File: config.mk
export PLATFORM = sky130hd
export DESIGN_NAME = multicycle_control
export DESIGN_NICKNAME = d
export VERILOG_FILES = /design/src/rtl/arm_ctrl_pkg.sv /design/src/rtl/cond_check.sv /design/src/rtl/multicycle_control.sv
export SDC_FILE = /design/constraint.sdc
export NUM_CORES = 1
export LEC_CHECK = 0
export BUFFER_PORTS_ARGS = -buffer_cell sky130_fd_sc_hd__buf_2
export CAP_MARGIN = 20
export CORE_MARGIN = 2
export CORE_UTILIZATION = 45
export DETAILED_ROUTE_END_ITERATION = 10
export PLACE_DENSITY = 0.82
export SLEW_MARGIN = 10
export SYNTH_ARGS = -nofsm -noshare
export SYNTH_HDL_FRONTEND = slang
export SYNTH_SLANG_ARGS = --single-unit
File: constraint.sdc
create_clock -name clk -period 5.3 [get_ports clk]
set_input_delay 0.265 -clock clk [delete_from_list [all_inputs] [get_ports clk]]
set_output_delay 0.265 -clock clk [all_outputs]
set_load 0.02 [all_outputs]
File: src/rtl/arm_ctrl_pkg.sv
// Shared definitions for the multicycle ARM control unit: FSM states,
// PC/write-back source encodings, ALU codes and instruction field values.
package arm_ctrl_pkg;

    typedef enum logic [2:0] {
        ST_FETCH,
        ST_DECODE,
        ST_EXEC,
        ST_MEM,
        ST_WB,
        ST_BRANCH,
        ST_FAULT
    } state_t;

    localparam logic [1:0] PC_SRC_PLUS4  = 2'b00;
    localparam logic [1:0] PC_SRC_ALU    = 2'b01;
    localparam logic [1:0] PC_SRC_MEM    = 2'b10;
    localparam logic [1:0] PC_SRC_BRANCH = 2'b11;

    localparam logic [1:0] WB_SRC_ALU  = 2'b00;
    localparam logic [1:0] WB_SRC_MEM  = 2'b01;
    localparam logic [1:0] WB_SRC_LINK = 2'b10;

    localparam logic [3:0] ALU_ADD = 4'b0100;
    localparam logic [3:0] ALU_SUB = 4'b0010;

    localparam logic [1:0] OP_DP     = 2'b00;
    localparam logic [1:0] OP_MEM    = 2'b01;
    localparam logic [1:0] OP_BRANCH = 2'b10;

    localparam logic [3:0] REG_LR = 4'd14;
    localparam logic [3:0] REG_PC = 4'd15;

    // TST/TEQ/CMP/CMN occupy ALU codes 1000-1011 and only update flags.
    function automatic logic is_compare(input logic [3:0] fun);
        return fun[3:2] == 2'b10;
    endfunction

endpackage

File: src/rtl/cond_check.sv
// ARM condition-code evaluator: pass=1 when cond holds for flags {N,Z,C,V}.
module cond_check (
    input  logic [3:0] cond,
    input  logic [3:0] nzcv,
    output logic       pass
);

    logic w_n, w_z, w_c, w_v;

    assign {w_n, w_z, w_c, w_v} = nzcv;

    always_comb begin
        pass = 1'b0;
        case (cond)
            4'b0000: pass = w_z;
            4'b0001: pass = !w_z;
            4'b0010: pass = w_c;
            4'b0011: pass = !w_c;
            4'b0100: pass = w_n;
            4'b0101: pass = !w_n;
            4'b0110: pass = w_v;
            4'b0111: pass = !w_v;
            4'b1000: pass = w_c && !w_z;
            4'b1001: pass = !w_c || w_z;
            4'b1010: pass = (w_n == w_v);
            4'b1011: pass = (w_n != w_v);
            4'b1100: pass = !w_z && (w_n == w_v);
            4'b1101: pass = w_z || (w_n != w_v);
            4'b1110: pass = 1'b1;
            default: pass = 1'b0;
        endcase
    end

endmodule

File: src/rtl/multicycle_control.sv
// Multicycle ARM control FSM: fetch, decode, execute, memory, write-back and
// branch sequencing with a memory-wait watchdog that latches a sticky fault.
module multicycle_control #(
    parameter int WAIT_W   = 4,
    parameter int MAX_WAIT = 15,
    parameter int BUS      = 4
) (
    input  logic           clk,
    input  logic           reset,
    input  logic [31:0]    instr,
    input  logic [3:0]     nzcv,
    input  logic           fetch_ack,
    input  logic           mem_ack,
    output logic           fetch_req,
    output logic           mem_req,
    output logic           mem_we,
    output logic           ir_we,
    output logic           pc_we,
    output logic [1:0]     pc_src,
    output logic           reg_we,
    output logic           cpsr_we,
    output logic [BUS-1:0] wb_addr,
    output logic [1:0]     selwb,
    output logic [3:0]     alu_fun,
    output logic           busy,
    output logic           fault
);

    import arm_ctrl_pkg::*;

    localparam logic [WAIT_W-1:0] CNT_MAX    = '1;
    localparam logic [WAIT_W-1:0] CNT_LAST   = WAIT_W'(MAX_WAIT - 1);
    localparam bit                TIMEOUT_EN = (MAX_WAIT != 0);

    logic [3:0] w_cond;
    logic [1:0] w_op;
    logic [5:0] w_funct;
    logic [3:0] w_rd;
    logic       w_unused_bits;
    logic       w_cond_pass;
    logic       w_req_pending;
    logic       w_timeout;

    state_t            r_state;
    state_t            w_state_next;
    logic [WAIT_W-1:0] r_wait_cnt;

    assign w_cond        = instr[31:28];
    assign w_op          = instr[27:26];
    assign w_funct       = instr[25:20];
    assign w_rd          = instr[15:12];
    assign w_unused_bits = ^{w_funct[5], instr[19:16], instr[11:0]};

    cond_check u_cond_check (
        .cond (w_cond),
        .nzcv (nzcv),
        .pass (w_cond_pass)
    );

    assign w_req_pending = (r_state == ST_FETCH && !fetch_ack) ||
                           (r_state == ST_MEM   && !mem_ack);
    // Faulting on the cycle that would bring the count to MAX_WAIT lets an ack
    // arriving in that same cycle still complete the access.
    assign w_timeout = TIMEOUT_EN && w_req_pending && (r_wait_cnt == CNT_LAST);

    always_comb begin
        w_state_next = r_state;
        unique case (r_state)
            ST_FETCH: begin
                if (fetch_ack)      w_state_next = ST_DECODE;
                else if (w_timeout) w_state_next = ST_FAULT;
            end
            ST_DECODE: begin
                if (!w_cond_pass)              w_state_next = ST_FETCH;
                else if (w_op == OP_DP)        w_state_next = ST_EXEC;
                else if (w_op == OP_MEM)       w_state_next = ST_MEM;
                else if (w_op == OP_BRANCH)    w_state_next = ST_BRANCH;
                else                           w_state_next = ST_FAULT;
            end
            ST_MEM: begin
                if (mem_ack)        w_state_next = w_funct[0] ? ST_WB : ST_FETCH;
                else if (w_timeout) w_state_next = ST_FAULT;
            end
            ST_EXEC, ST_WB, ST_BRANCH: w_state_next = ST_FETCH;
            ST_FAULT:                  w_state_next = ST_FAULT;
            default:                   w_state_next = ST_FAULT;
        endcase
    end

    // NOTE: sequential state uses non-blocking assignments so every flop samples
    // pre-edge values; combinational blocks use blocking assignments.
    always_ff @(posedge clk or negedge reset) begin
        if (!reset) begin
            r_state    <= ST_FETCH;
            r_wait_cnt <= '0;
        end else begin
            r_state <= w_state_next;
            if (w_state_next != r_state &&
                (w_state_next == ST_FETCH || w_state_next == ST_MEM)) begin
                r_wait_cnt <= '0;
            end else if (w_req_pending && r_wait_cnt != CNT_MAX) begin
                r_wait_cnt <= r_wait_cnt + 1'b1;
            end
        end
    end

    // NOTE: every output gets a default before the case so no latch is inferred;
    // gating on the reset pin drops requests asynchronously mid-access.
    always_comb begin
        fetch_req = 1'b0;
        mem_req   = 1'b0;
        mem_we    = 1'b0;
        ir_we     = 1'b0;
        pc_we     = 1'b0;
        pc_src    = PC_SRC_PLUS4;
        reg_we    = 1'b0;
        cpsr_we   = 1'b0;
        wb_addr   = '0;
        selwb     = WB_SRC_ALU;
        alu_fun   = '0;
        busy      = 1'b0;
        fault     = 1'b0;
        if (reset) begin
            wb_addr = BUS'(w_rd);
            busy    = (r_state != ST_FETCH);
            case (r_state)
                ST_FETCH: begin
                    fetch_req = 1'b1;
                    ir_we     = fetch_ack;
                    pc_we     = fetch_ack;
                end
                ST_EXEC: begin
                    alu_fun = w_funct[4:1];
                    cpsr_we = w_funct[0];
                    if (!is_compare(w_funct[4:1])) begin
                        if (w_rd == REG_PC) begin
                            pc_we  = 1'b1;
                            pc_src = PC_SRC_ALU;
                        end else begin
                            reg_we = 1'b1;
                        end
                    end
                end
                ST_MEM: begin
                    alu_fun = w_funct[3] ? ALU_ADD : ALU_SUB;
                    mem_req = 1'b1;
                    mem_we  = !w_funct[0];
                end
                ST_WB: begin
                    selwb = WB_SRC_MEM;
                    if (w_rd == REG_PC) begin
                        pc_we  = 1'b1;
                        pc_src = PC_SRC_MEM;
                    end else begin
                        reg_we = 1'b1;
                    end
                end
                ST_BRANCH: begin
                    pc_we  = 1'b1;
                    pc_src = PC_SRC_BRANCH;
                    if (w_funct[4]) begin
                        reg_we  = 1'b1;
                        wb_addr = BUS'(REG_LR);
                        selwb   = WB_SRC_LINK;
                    end
                end
                ST_FAULT: fault = 1'b1;
                default: ;
            endcase
        end
    end

endmodule

### Word-level counts from Yosys, hierarchy flattened

Cells that the tools add are included.

* bitwise operators: 0
* reduce and logical (&&, ||, !) cells: 25
* multipliers: 0
* shift-type cells: 0
* div/mod/pow operators: 0
* order comparisons: 0
* muxes and demuxes: 48
* eq/ne operators: 30
* $add $sub $neg: 1

Operator list (number)
* 4-bit equality test (second input constant): 9
* 3-bit 2-to-1 mux: 8
* 4-bit 2-to-1 mux: 6
* 1-bit 2-to-1 mux: 22
* 4-bit by 3-bit equality test with 1-bit output (second input constant): 4
* 1-bit one-hot mux with 15 select lines: 1
* 3-bit one-hot mux with 4 select lines: 1
* 2-bit 2-to-1 mux: 5
* 3-bit by 2-bit equality test with 1-bit output (second input constant): 3
* 3-bit equality test (second input constant): 3
* 4-bit by 2-bit equality test with 1-bit output (second input constant): 2
* 4-bit one-hot mux with 2 select lines: 1
* 1-bit logical AND: 7
* 1-bit zero test: 7
* 3-bit zero test: 2
* 2-bit one-hot mux with 3 select lines: 1
* 4-bit by 1-bit adder with 4-bit output (second input constant): 1
* 2-bit equality test (second input constant): 2
* 4-bit by 1-bit equality test with 1-bit output (second input constant): 1
* 4-bit zero test: 1
* 1-bit logical OR: 4
* 4-bit inequality test (second input constant): 1
* 1-bit one-hot mux with 4 select lines: 1
* 2-bit one-hot mux with 2 select lines: 1
* 10 further kinds: 10

* flip-flop bits (word level): 7
* memories kept: 0
* RAM bits: 0
* input port bits: 40
* bits in read-only memories: 0
* latch bits: 0
* output and inout bits: 21
* word-level logic and storage cells: 106

### Logic depth before layout (Yosys ltp)

Gate-level depths: netlist of run 1.

* depth after elaboration: 11
* mapped depth: 8
* gate-level depth less buffers: 8

### Modules after synthesis

Synthesis of run 1 repeated with hierarchy kept, for this count alone.

* cell total of the unflattened synthesis: 133
* area total of the unflattened synthesis: 1022.2 um^2

Modules (own cells, without submodules)
* multicycle_control: times used 1, sequential area each 175.2 um^2, area each 828.3 um^2, cells each 105
* cond_check: times used 1, sequential area each 0.0 um^2, area each 193.9 um^2, cells each 28

### Worst setup path after synthesis of run 1

OpenSTA, ideal clock, no wires.

* path type: register to register
* start point: reg r_state[2]
* end point: reg r_wait_cnt[0]
* required time: 5.175 ns
* library setup time: 0.125 ns
* cell stages (with the launch flop): 8
* period minus slack after synthesis: 2.032 ns
* path slack: 3.268 ns
* path buffers: 1
* arrival time: 1.907 ns
* cell sequence: dfrtp_1 bufbuf_16 or3_2 or3_2 nand2_1 a31oi_1 o21ai_2 a21oi_1

* cells in the longest elaborated chain, start to end: 11
* elaborated cells between the ends (all ways): 23
* classes of those cells: eq/ne: 7; mux: 5; reduce/logical: 11

RTL lines
* from (decl): line multicycle_control.sv:44 `state_t r_state;`
* from (signal assigned): line multicycle_control.sv:97 `r_state <= w_state_next;`
* 3-bit by 2-bit equality test with 1-bit output or 3-bit zero test (tied branches): line multicycle_control.sv:61, multicycle_control.sv:68, multicycle_control.sv:60
* 1-bit logical AND (on tied branches): line multicycle_control.sv:61, multicycle_control.sv:60
* 1-bit logical OR: line multicycle_control.sv:60 `assign w_req_pending = (r_state == ST_FETCH && !fetch_ack) ||`
* 1-bit logical AND: line multicycle_control.sv:64 `assign w_timeout = TIMEOUT_EN && w_req_pending && (r_wait_cnt == CNT_LAST);`
* 3-bit 2-to-1 mux: line multicycle_control.sv:71, multicycle_control.sv:82
* 3-bit 2-to-1 mux (on tied branches): line multicycle_control.sv:81, multicycle_control.sv:70
* 3-bit one-hot mux with 4 select lines: line multicycle_control.sv:68 `unique case (r_state)`
* 3-bit by 2-bit equality test with 1-bit output or 3-bit zero test (tied branches): line multicycle_control.sv:99 `(w_state_next == ST_FETCH || w_state_next == ST_MEM)) begin`
* 1-bit logical OR: line multicycle_control.sv:99
* 1-bit logical AND: line multicycle_control.sv:98 `if (w_state_next != r_state &&`
* 4-bit 2-to-1 mux or 2-bit nonzero test (tied branches)
* to (signal assigned): line multicycle_control.sv:102 `r_wait_cnt <= r_wait_cnt + 1'b1;`
* to (decl): line multicycle_control.sv:46 `logic [WAIT_W-1:0] r_wait_cnt;`

Several ways; a longest one is shown, not always the timed one.
A chain may end at the register's enable or synchronous reset.

### Final worst setup path of run 1

* start point: reg r_state[1]
* end point: out pc_we

* cells in the longest elaborated chain, start to end: 3
* elaborated cells between the ends (all ways): 6
* classes of those cells: eq/ne: 3; mux: 2; reduce/logical: 1

RTL lines
* 3-bit equality test (tied with other cells): line multicycle_control.sv:126 `case (r_state)`
* 1-bit one-hot mux with 4 select lines *: line multicycle_control.sv:126
* 1-bit 2-to-1 mux *: line multicycle_control.sv:123 `if (reset) begin`
* to (decl): line multicycle_control.sv:18 `output logic pc_we,`

Mark *: on every way between the ends. The rest lies on a longest branch, timed or not.

==> results of run 1 <==
-- registers in the layout, indices dropped and copies added (netlist names) --
name,flops
r_state,3
r_wait_cnt,4
-- placed cells by master (no fill, tap or decap), types with 2 or more instances in the layout --
cell,netlist,final
nor2b_1,3,3
clkbuf_4,0,3
nand4_1,2,2
a31oi_1,2,2
buf_2,1,43
nand2_1,11,11
xor2_1,2,2
a21oi_1,7,7
dfrtp_1,7,7
mux2_2,2,2
ha_1,5,5
or3_2,2,2
nor2_1,12,12
xnor2_1,2,2
a22oi_1,2,2
nand3_1,2,2
o311ai_1,2,2
o21a_1,4,4
nor3_1,4,4
and2_1,6,6
o21ai_0,7,7
nand2b_1,3,3
o22ai_1,2,2
inv_1,13,13
and3_1,5,5
-- path summary, 6_finish.rpt --
check                                                from                         to  slack [ps]  cells after the start
worst max-delay path                 r_state[1]$_DFF_PN0_                      pc_we        2820                      4
worst min-delay path                            fetch_ack       r_state[0]$_DFF_PN0_         410                      3
worst max register to register       r_state[1]$_DFF_PN0_  r_wait_cnt[3]$_DFFE_PN0P_        2970                      6
worst min register to register  r_wait_cnt[3]$_DFFE_PN0P_  r_wait_cnt[3]$_DFFE_PN0P_         630                      2
max in group asynchronous                           reset  r_wait_cnt[3]$_DFFE_PN0P_        4590                      2
min in group asynchronous                           reset  r_wait_cnt[1]$_DFFE_PN0P_         440                      2
-- worst max-delay path, delay by kind of cell, from the launching register on --
family | cells | cell delay, ps
compound gates | 2 | 920
simple gates | 1 | 200
buf+inv | 1 | 150
flops | 1 | 690
-- power breakdown --
part | switching, W | internal (W)
combinational | 0.000125 | 0.0000999
clock | 0.0000195 | 0.0000287
sequential | 0.0000423 | 0.0000664
-- Yosys cell counts, types with 2 or more instances --
| cell | count | share of area |
|---|---|---|
| a21oi_1 | 7 | 0.033 |
| a22oi_1 | 2 | 0.014 |
| a31oi_1 | 2 | 0.012 |
| and2_1 | 6 | 0.036 |
| and3_1 | 5 | 0.030 |
| buf_4 | 2 | 0.014 |
| clkbuf_1 | 4 | 0.014 |
| dfrtp_1 | 7 | 0.17 |
| ha_1 | 5 | 0.060 |
| inv_1 | 13 | 0.046 |
| mux2_2 | 2 | 0.021 |
| nand2_1 | 11 | 0.039 |
| nand2b_1 | 3 | 0.018 |
| nand3_1 | 2 | 0.0095 |
| nand4_1 | 2 | 0.012 |
| nor2_1 | 12 | 0.043 |
| nor2b_1 | 3 | 0.018 |
| nor3_1 | 4 | 0.019 |
| o21a_1 | 4 | 0.029 |
| o21ai_0 | 7 | 0.033 |
| o22ai_1 | 2 | 0.012 |
| o311ai_1 | 2 | 0.017 |
| or3_2 | 2 | 0.014 |
| xnor2_1 | 2 | 0.017 |
| xor2_1 | 2 | 0.017 |
-- logic make-up after synthesis --
logic type | after synthesis | share of synthesized area
simple gates | 58 | 0.314
mux | 3 | 0.0310
buf+inv | 22 | 0.124
compound gates | 38 | 0.271
xor+xnor | 4 | 0.0333
fa+ha+maj | 5 | 0.0595
flops | 7 | 0.167
-- area by class of cell --
type | instances | area share
Multi-Input combinational cell | 108 | 0.594
Inverter | 13 | 0.0388
Tap cell | 28 | 0.0279
Timing Repair Buffer | 44 | 0.179
Clock buffer | 4 | 0.0209
Sequential cell | 7 | 0.139
-- per-layer routing --
layer / vias up / GRT usage / share of wire
met5: - / 0 / 0
met4: 0 / 0.0513 / 0.0044
met3: 2 / 0.0286 / 0.041
met2: 28 / 0.350 / 0.53
met1: 519 / 0.239 / 0.43
li1: 570 / - / -
-- per-stage QoR --
step           utilization  power, W  hold slack, ps
3_5_place_dp         0.551  0.000330             184
3_3_place_gp         0.551  0.000322             170
4_1_cts              0.568  0.000380             401
2_1_floorplan            -  0.000298           -30.6
6_report             0.568  0.000382             411
5_1_grt              0.568  0.000415             440
==> results.cfg, run 1 <==
[run_status]
status = finished clean

[floorplanning]
fp-row-count = 17
core_area_sq_mm = 0.00221
die_area_sq_mm = 0.00274
start_util = 0.475
die_w_um = 52.3
die_h_um = 52.3
ios = 61

[timing]
rsz0062_at_grt = false
drv_slew = 0
hold_viol = 0
fin_crit_sh = 0.469
slew-limit-headroom = 0.508
skew_ps = 9.64
setup_ws_ps = 2820
fmax_mhz = 403
setup_viol = 0
tightestPinTransition_ps = 720
period_needed_ps = 2480
fin_tns_setup_ps = 0

[yosys]
ys_types = 49
synth_edf_count = 0
synth_seq_area_share = 0.167
async_reset_ff_frac = 1.00
netlist_instances = 137
syn_area_sq_mm = 0.00105
syn_nets = 182
syn_avg_cell_area_sq_um = 7.67
synth_ff_type = dfrtp_1
yosysWarnings = 0
ys_seq_elements = 7

[setup_path]
crit_fanout = 18
crit_path_start_kind = flop
path_class = reg2out
path_cells = nand2b_1 > a2111oi_0 > o211a_1 > buf_2
slowest_stage = dfrtp_1
slowest_delay_ps = 690
critPathArrivalTime_ps = 2220
worstPathRequired_ps = 5040
critPathCaptureType = primary output

[placement]
port_buffers = 43
placed_area_sq_mm = 0.00122
gp_congestion = 0.963
place_ws_ps = 3030
place_inst = 199
dpl.hpwl_mm = 2.01

[clocking]
cts_buffers = 3
clock_latency_ps = 250
path_clk_slew_ps = 60
cts_post_setup_buffers_inserted = 0
cts_buffer_depth = 2
ctsHoldBuffers = 1
cts_sinks = 7
cts.htree.levels = 1
root_buffer = clkbuf_4
cts_resized = 0
cts_tree = done

[layout]
multi_input_area_sq_um = 746
drive_above_1_share = 0.335
regArea_sq_um = 175
fillers = 209
syn2layout_area_growth_pct = 19.5
stdcell_area_sq_mm = 0.00126
n_antenna_cell = 0
final_cells = 204
nets = 222

[detailed_routing]
drt_wl_total_mm = 2.51
drtIter0Drc = 15
vias = 1119
via_per_inst = 5.49
drt.antenna.violating_nets = 0
drt_first_pass_iters = 4
wl_per_cell_um = 12.3
drc = 0

[pwr]
power_density_mw_per_mm2 = 304
ir_drop_v = 0.000208
leakagePower_nw = 0.697

[global_route]
overflow = 0
antenna_found_initial = 0
grt_max_degree = 21
grt_pass1_wl_mm = 4.12
track_usage = 0.195
first_global_vias = 986

[min_path]
min_path_type = in2reg

[job]
drv_cap = 0
Power figures use the tool's default switching activity.
==> run 2, diff against run 1 <==
- CORE_UTILIZATION: 45 -> 44
- PLACE_DENSITY: 0.82 -> 0.8
- clock period: 5.3 -> 2.49 ns (I/O delays scaled with it)
==> run 2 against run 1 <==
Net effect:
- cell count is 1.5% higher
- power is 120% higher
- flip-flop and latch count stayed put
- non-clock buffer count is 3 higher
- first-iteration DRC count is 60% higher
- die area is 2.1% higher
- combinational power grew to 2.6 times the previous value
- critical path depth is 2 higher
- register-to-register slack worse by 2500 ps
- final area is 1.8% higher
==> results.cfg, run 2 (same netlist as run 1, synthesis figures left out) <==
[run_status]
status = finished clean

[placement]
port_buffers = 43
gp_congestion = 0.826
dpl.hpwl_mm = 2.05
place_inst = 202
place_ws_ps = 432

[clocking]
cts_post_setup_buffers_inserted = 0
cts_tree = done
cts_buffer_depth = 2
cts.htree.levels = 1
cts_resized = 0
clock_latency_ps = 250
path_clk_slew_ps = 50
cts_buffers = 3
root_buffer = clkbuf_4
cts_sinks = 7

[setup_path]
rrSetupSlack_ps = 460
critPathCaptureType = flop
crit_path_start_kind = flop
crit_fanout = 4
critPathArrivalTime_ps = 2160
worstPathRequired_ps = 2620
r2r-end = r_wait_cnt[2]$_DFFE_PN0P_
r2r-start = r_state[1]$_DFF_PN0_
path_class = reg2reg
worstRegToRegCells = 6

[global_route]
antenna_found_initial = 0
track_usage = 0.197
first_global_vias = 1052
overflow = 0
grt_pass1_wl_mm = 4.29
grt_max_degree = 21

[job]
drv_cap = 0

[floorplanning]
die_h_um = 52.9
core_area_sq_mm = 0.00223
start_util = 0.471
die_w_um = 52.9
die_area_sq_mm = 0.00280
fp-row-count = 17
ios = 61

[timing]
skew_ps = 0.447
hold_viol = 0
rsz0062_at_grt = false
slew-limit-headroom = 0.579
fmax_mhz = 493
period_needed_ps = 2030
setup_ws_ps = 461
tightestPinTransition_ps = 621
fin_crit_sh = 0.815
setup_viol = 0
whs_ps = 299
fin_tns_setup_ps = 0
drv_slew = 0

[detailed_routing]
drtIter0Drc = 24
drt_wl_total_mm = 2.58
via_per_inst = 5.69
drc = 0
drt_first_pass_iters = 5
wl_per_cell_um = 12.5
drt.antenna.violating_nets = 0
vias = 1178

[layout]
largestRegisters = r_wait_cnt: 4 flops, r_state: 3 flops
largest_register_ffs = 4
nets = 225
top_register = r_wait_cnt
final_common_cell = buf_2
final_cells = 207
syn2layout_area_growth_pct = 21.7
n_antenna_cell = 0
layout_common_cells = buf_2, inv_1, nor2_1
drive_above_1_share = 0.346

[pwr]
p_sw_w = 0.000407
leakagePower_nw = 0.713
clock_power_share = 0.123
internal-power_w = 0.000439
comb_power_share = 0.689
netSwitchingFraction = 0.481
ir_drop_v = 0.000486
pwr-share-seq = 0.188
power_density_mw_per_mm2 = 662

[min_path]
min_path_type = in2async
[run 2: changes by cell type in the layout (fill, tap and decap cells not counted), sizes merged]
| cell | change |
|---|---|
| buf | +3 |
[run 2: per-stage QoR]
stage / power [W] / util / instance area (sq um)
finish: 0.000846 / 0.573 / 1280
global route: 0.000919 / 0.573 / 1280
CTS: 0.000847 / 0.573 / 1280
detailed placement: 0.000739 / 0.556 / 1240
global placement: 0.000715 / 0.556 / 1240
floorplan: 0.000633 / - / 1050
[run 2: area by class of cell]
class | instances | area (sq um)
Clock buffer | 4 | 26.3
Fill cell | 222 | 955
Inverter | 13 | 48.8
Multi-Input combinational cell | 108 | 746
Sequential cell | 7 | 175
Tap cell | 28 | 35.0
Timing Repair Buffer | 47 | 248
[run 2: worst max path at each step]
| stage | to | startpoint | slack [ps] | cells after the start |
|---|---|---|---|---|
| floorplan | r_wait_cnt[0]$_DFFE_PN0P_ | r_state[2]$_DFF_PN0_ | 460 | 7 |
| global placement | r_wait_cnt[0]$_DFFE_PN0P_ | instr[29] | 520 | 8 |
| detailed placement | r_wait_cnt[0]$_DFFE_PN0P_ | instr[29] | 430 | 8 |
| CTS | r_wait_cnt[0]$_DFFE_PN0P_ | r_state[1]$_DFF_PN0_ | 460 | 6 |
| global route | pc_we | r_state[0]$_DFF_PN0_ | 320 | 5 |
| finish | r_wait_cnt[2]$_DFFE_PN0P_ | r_state[1]$_DFF_PN0_ | 460 | 6 |
[run 2: critical path, stage by stage, from the launching register on]
cell     delay (ps)
dfrtp_1         370
or3_2           500
or3_2           490
nand2_1          90
a31oi_1          60
o21ai_2         290
a21oi_1         110
[run 2: power groups by stage]
stage	clock network, W	registers, W	logic (W)
after detailed placement	0	0.000161	0.000578
final	0.000104	0.000159	0.000583
after global routing	0.000113	0.000162	0.000644
after CTS	0.000106	0.000159	0.000582
after global placement	0	0.000160	0.000555
after floorplan	0	0.000162	0.000472
[run 2: per-layer routing]
metal  global-route usage  share of wire  vias to the layer above
met4               0.0385          0.017                        0
met2                0.358           0.50                       41
met3               0.0198          0.048                       11
met5                    0              0                        -
li1                     -              -                      576
met1                0.251           0.43                      550
[run 2: what timing repair did]
item,CTS,global route
endpoints found under the setup margin,0,0
endpoints found under the hold margin,7,0
hold buffers,1,0
